$ cat src/rtl/seg_scan_ctrl.sv
`default_nettype none
// seg_scan_ctrl: multiplexed 7-segment scan controller sharing one segment decoder.
// Rev 1.0 - initial release.
module seg_scan_ctrl #(
  parameter int DIGITS    = 4,
  parameter int CLK_DIV   = 50000,
  parameter int BLANK_CYC = 500,
  parameter int DIV_W     = 16
) (
  input  logic                  clk,
  input  logic                  rst_n,
  input  logic                  wr_en,
  input  logic [4*DIGITS-1:0]   wr_data,
  input  logic                  blank_lz,
  input  logic [DIGITS-1:0]     dp_in,
  output logic [3:0]            dec_data,
  input  logic [6:0]            seg_in,
  output logic [6:0]            seg_out,
  output logic                  dp_out,
  output logic [DIGITS-1:0]     an,
  output logic                  pending,
  output logic                  upd_done
);

  localparam int IDX_W = (DIGITS > 1) ? $clog2(DIGITS) : 1;

  typedef enum logic [0:0] {
    ST_BLANK = 1'b0,
    ST_SHOW  = 1'b1
  } state_t;

  logic [DIV_W-1:0]    div_cnt_q, div_cnt_d;
  logic [IDX_W-1:0]    idx_q, idx_d;
  logic [4*DIGITS-1:0] disp_q, disp_d;
  logic [4*DIGITS-1:0] pend_q, pend_d;
  logic                pending_q, pending_d;
  logic                upd_done_q, upd_done_d;
  state_t              state_q, state_d;

  logic                slot_end;
  logic                idx_last;
  logic                frame_end;
  logic [DIGITS-1:0]   upper_zero;
  logic                blank_digit;

  assign slot_end  = (div_cnt_q == DIV_W'(CLK_DIV - 1));
  assign idx_last  = (idx_q == IDX_W'(DIGITS - 1));
  assign frame_end = slot_end && idx_last;

  // upper_zero[i]: nibbles i..DIGITS-1 of the display register are all zero
  for (genvar i = 0; i < DIGITS; i++) begin : g_lz
    assign upper_zero[i] = (disp_q[4*DIGITS-1:4*i] == '0);
  end

  assign blank_digit = blank_lz && (idx_q != '0) && upper_zero[idx_q];

  always_comb begin
    div_cnt_d  = slot_end ? '0 : div_cnt_q + 1'b1;
    idx_d      = idx_q;
    disp_d     = disp_q;
    pend_d     = pend_q;
    pending_d  = pending_q;
    upd_done_d = 1'b0;

    if (slot_end) begin
      idx_d = idx_last ? '0 : idx_q + 1'b1;
    end

    // A write landing on the frame-end cycle goes straight to the display
    if (frame_end) begin
      if (wr_en) begin
        disp_d     = wr_data;
        pending_d  = 1'b0;
        upd_done_d = 1'b1;
      end else if (pending_q) begin
        disp_d     = pend_q;
        pending_d  = 1'b0;
        upd_done_d = 1'b1;
      end
    end else if (wr_en) begin
      pend_d    = wr_data;
      pending_d = 1'b1;
    end

    state_d = (div_cnt_d < DIV_W'(BLANK_CYC)) ? ST_BLANK : ST_SHOW;
  end

  always_ff @(posedge clk) begin
    if (!rst_n) begin
      div_cnt_q  <= '0;
      idx_q      <= '0;
      disp_q     <= '0;
      pend_q     <= '0;
      pending_q  <= 1'b0;
      upd_done_q <= 1'b0;
      state_q    <= ST_BLANK;
    end else begin
      div_cnt_q  <= div_cnt_d;
      idx_q      <= idx_d;
      disp_q     <= disp_d;
      pend_q     <= pend_d;
      pending_q  <= pending_d;
      upd_done_q <= upd_done_d;
      state_q    <= state_d;
    end
  end

  always_comb begin
    an       = '1;
    seg_out  = 7'h7F;
    dp_out   = 1'b1;
    dec_data = disp_q[{idx_q, 2'b00} +: 4];
    if (state_q == ST_SHOW) begin
      an      = ~(DIGITS'(1) << idx_q);
      seg_out = blank_digit ? 7'h7F : seg_in;
      dp_out  = ~dp_in[idx_q];
    end
  end

  assign pending  = pending_q;
  assign upd_done = upd_done_q;

endmodule
`default_nettype wire

$ cat config.mk
export PLATFORM = sky130hd
export DESIGN_NAME = seg_scan_ctrl
export DESIGN_NICKNAME = d
export VERILOG_FILES = /design/src/rtl/seg_scan_ctrl.sv
export SDC_FILE = /design/constraint.sdc
export NUM_CORES = 1
export LEC_CHECK = 0
export ABC_AREA = 1
export BUFFER_PORTS_ARGS = -buffer_cell sky130_fd_sc_hd__buf_2
export CAP_MARGIN = 20
export CORE_MARGIN = 8
export CORE_UTILIZATION = 50
export DETAILED_ROUTE_END_ITERATION = 8
export PLACE_DENSITY = 0.77
export SLEW_MARGIN = 5
export SYNTH_ARGS = -nofsm -noshare
export SYNTH_HDL_FRONTEND = slang
export SYNTH_SLANG_ARGS = --single-unit
$ cat constraint.sdc
create_clock -name clk -period 5.35 [get_ports clk]
set_input_delay 1.605 -clock clk [delete_from_list [all_inputs] [get_ports clk]]
set_output_delay 1.605 -clock clk [all_outputs]
set_load 0.1 [all_outputs]
-- Yosys cells after proc, flatten, opt, wreduce, memory -nomap -nowiden
Index checks and enable logic that the tools add are counted.
- register bits after elaboration: 53
- word-level logic and storage cells: 47
- add/sub/neg operators: 2
- order comparisons: 2
- equality and inequality tests: 2
- shifts and indexed selects: 2
- multiplexer cells: 15
- bitwise operators: 4
- reduce and logical (&&, ||, !) cells: 13
- operators by type and width (kind ; count):
    2-to-1 mux 16 bit ; 3
    adder 16 x 1 -> 16 bit (second input constant) ; 1
    equality test 16 bit (second input constant) ; 1
    logical NOT 16 bit ; 1
    less-than comparator 16 x 9 -> 1 bit (second input constant) ; 1
    indexed part select 16 x 5 -> 4 bit ; 1
    2-to-1 mux 7 bit ; 2
    logical NOT 12 bit ; 1
    logical NOT 8 bit ; 1
    2-to-1 mux 1 bit ; 6
    AND reduction 2 bit ; 3
    binary-select mux 1 bit (select 2 bit) ; 2
    logical NOT 4 bit ; 1
    2-to-1 mux 4 bit ; 1
    NOT 4 bit ; 1
    nonzero test 2 bit ; 2
    left shift 1 x 2 -> 4 bit (first input constant) ; 1
    logical AND 1 bit ; 3
    less-than comparator 2 x 3 -> 1 bit (second input constant) ; 1
    NOT 1 bit ; 3
    adder 2 x 1 -> 2 bit (second input constant) ; 1
    equality test 2 bit (second input constant) ; 1
    2-to-1 mux 2 bit ; 1
    OR reduction 2 bit ; 1

-- Depth between registers and ports, before layout
- word-level depth: 6
- depth in mapped cells: 12
- depth with buffers taken out: 12

-- Least setup slack after synthesis
No wires, ideal clock.
- path type: register to output
- start point: reg idx_q[0]
- end point: out dec_data[2]
- arrival: 2.935 ns
- data required time: 3.745 ns
- path slack: 0.810 ns
- cell stages (with the launch flop): 5
- buffers on the path: 1
- path through: dfxtp_1 -> inv_1 -> clkbuf_1 -> o21ai_0 -> o21ai_0
- cells in the longest elaborated chain, start to end: 1
- RTL lines (item ; RTL line ; text):
    start, declared ; 33 ; logic [IDX_W-1:0] idx_q, idx_d;
    start signal, assigned ; 99 ; idx_q <= idx_d;
    indexed part select 16 x 5 -> 4 bit ; 112 ; dec_data = disp_q[{idx_q, 2'b00} +: 4];
    end, declared ; 16 ; output logic [3:0] dec_data,
No other way between the ends.

-- Worst setup path after layout
- start point: in blank_lz
- end point: out seg_out[4]
- cells in the longest elaborated chain, start to end: 4
- RTL lines (item ; RTL line ; text):
    start, declared ; 14 ; input logic blank_lz,
    logical AND 1 bit (2 in a row) ; 55 ; assign blank_digit = blank_lz && (idx_q != '0) && upper_zero[idx_q];
    2-to-1 mux 7 bit ; 115 ; seg_out = blank_digit ? 7'h7F : seg_in;
    2-to-1 mux 7 bit ; 113 ; if (state_q == ST_SHOW) begin
    end, declared ; 18 ; output logic [6:0] seg_out,
No other way between the ends.

==> flow_summary.yaml <==
logic_synthesis:
  synth_cell_types: 30
  synthesis.nets: 441
  synth_cells: 405
  synth_top_area_share_pct: 39.0
  seq_area_frac_synth_pct: 39.0
  syn_area_um2: 2720
  yosysWarnings: 0
  synth_area_per_cell_um2: 6.72
  yosys-top-cells-area: "dfxtp_1, nor2_1, o21ai_0, nand2_1, inv_1"
  ys_ff_latch: 53
  synth_largest_area_cell: "dfxtp_1"
drt:
  vias: 2702
  drc: 0
  drt-vias-per-instance: 5.25
  drtIter0Drc: 125
  wl_per_cell_um: 12.7
  dr.pass1.iters: 4
  wirelength_mm: 6.53
  ant_nets: 0
sta:
  skew_ns: 0.00804
  finalSetupViolations: 0
  slew-limit-headroom_pct: 62.9
  hold_viol_final: 0
  rsz0062_at_grt: "false"
  post-route-period-util_pct: 83.8
  finalMaxSlewViolations: 0
  finalSetupTns_ns: 0
  worst_pin_slew_ns: 0.556
  fmax_mhz: 223
  setup_slack_ns: 0.868
  period_needed_ns: 4.48
setup_path:
  r2r_start: "idx_q[0]"
  cp_max_fo: 7
  cp_slowest_cell: "buf_2"
  cpPeakStageDelay_ns: 0.44
  cp_top_family: "simple AND/OR/NAND/NOR gates"
  r2r_setup_slack_ns: 3.37
  endpoint_kind: "primary output"
  cp_num_buf_inv: 3
  cp.arrival_ns: 2.88
  r2r-end: "pend_q[9]"
  crit_top_cell: "buf_2"
  critPathKind: "in -> out"
  required_ns: 3.74
  critPathLaunchType: "primary input"
  rr_worst_depth: 5
  path_cells: "buf_2 > inv_1 > nor4_1 > nand4_1 > nand3_1 > buf_2"
clocking:
  cts_buffer_depth: 2
  postCtsSetupBuffers: 0
  cts_tree: "done"
  htreeDepth: 2
  cts_made_buffers: 5
  clock-sinks: 53
  clock_latency_ns: 0.31
  ctsResizeCount: 0
  root_buffer: "clkbuf_8"
  cts.clk_slew.worst_paths_ns: 0.09
  hold_buffers: 0
die:
  row_count: 27
  io_pins: 49
  die_h_um: 89.8
  die_area_um2: 8060
  core_um2: 5370
  die-width_um: 89.8
  start_util_pct: 50.7
pwr:
  peakVddDrop_mv: 0.175
  powerDensity_nw_per_um2: 237
  power.leakage_nw: 1.38
layout:
  layout_common_cells: "nor2_1, nand2_1, dfxtp_1"
  fill_cells: 546
  multi_input_area_um2: 1400
  regArea_um2: 1060
  instances_no_fill: 515
  diodes: 0
  mostFrequentLayoutCell: "nor2_1"
  area.growth.synth_to_final_pct: 13.1
  drive_above_1_share_pct: 14.9
  fin_nets: 479
place:
  gp_congestion: 0.920
  port-buffer-count: 48
  pre_cts_ws_ns: 0.868
  dp_hpwl_mm: 4.84
  dp.cells: 508
run:
  maxCapViolCount: 0
worst_hold_path:
  worstHoldEndpoint: "pend_q[10]"
  worstHoldStart: "pend_q[10]"
  hold_depth: 2
  hp-class: "reg -> reg"
global_route:
  grt_max_degree: 35
  antenna_found_initial: 0
  grt_pass1_vias: 2624
  grt_overflow: 0
  grt_pass1_wl_mm: 11.0
  grt_usage_pct: 15.9
outcome:
  status: "finished, final reports clean"
-- cells in the mapped netlist (all sizes together) --
master and number:
nor2 93, nand2 60, dfxtp 53, inv 49, o21ai 49, nand3 23, a21oi 20, a211oi 16
clkbuf 12, buf 5, ha 5, nor3 4, nand4 3, o22ai 3, nor4 2, o21bai 2
xor2 2, nand3b 1, nor3b 1, o32ai 1, xnor2 1
-- power by group --
group	internal [mW]	leakage, nW	total [mW]	switching, mW
sequential	0.405	0.432	0.409	0.00394
clock	0.136	0.0540	0.267	0.131
combinational	0.0184	0.894	0.0517	0.0333
total	0.560	1.38	0.728	0.168
-- sequential cells by signal (all words and copies together) (netlist names) --
name       count
disp_q        16
div_cnt_q     16
idx_q          2
pend_q        16
pending        1
state_q        1
upd_done       1
-- logic make-up after synthesis --
kind of cell               synth area share (%)
AOI/OAI and AO/OA                          18.7
xor gates and xnor gates                  0.966
adders and majority gates                  2.30
buffers and inverters                      9.65
DFF                                        39.0
and+or+nand+nor                            29.4
-- final cells by class --
type | instances | area share [%]
clock buffers | 5 | 2.24
clock inverters | 2 | 1.14
inverters | 49 | 5.98
multi-input cells | 286 | 45.4
flip-flops and latches | 53 | 34.5
well taps | 72 | 2.93
repair buffers | 48 | 7.81
-- worst max-delay path by stage --
stage / startpoint / end / slack, ns / cells past startpoint
after floorplan: idx_q[0] / dec_data[2] / 0.81 / 4
after global placement: blank_lz / seg_out[2] / 0.94 / 6
after detailed placement: blank_lz / seg_out[4] / 0.87 / 6
after CTS: blank_lz / seg_out[4] / 0.86 / 6
after global routing: blank_lz / seg_out[4] / 0.78 / 6
final: blank_lz / seg_out[4] / 0.87 / 6
-- worst register-to-register path, delay by kind of cell (launching register included) --
kind,cells,cell delay (ns)
AOI/OAI and AO/OA,2,0.32
adders and majority gates,1,0.38
DFF,1,0.60
and+or+nand+nor,2,0.60
-- stage by stage --
stage	area [um2]	power [mW]	hold slack [ns]	util, %
floorplan	2720	0.452	0.418	-
global placement	2970	0.468	0.430	55.3
detailed placement	2970	0.470	0.443	55.3
CTS	3080	0.732	0.456	57.3
global route	3080	0.755	0.476	57.3
finish	3080	0.728	0.453	57.3
-- routing by layer --
| metal | vias up | wire (um) | track usage (%) |
|---|---|---|---|
| met4 | 0 | 91 | 5.08 |
| met3 | 10 | 362 | 3.49 |
| li1 | 1387 | - | - |
| met1 | 1238 | 2720 | 16.3 |
| met5 | - | 0 | 0 |
| met2 | 67 | 3360 | 31.0 |
No activity file was read; power rests on OpenSTA's default activity.
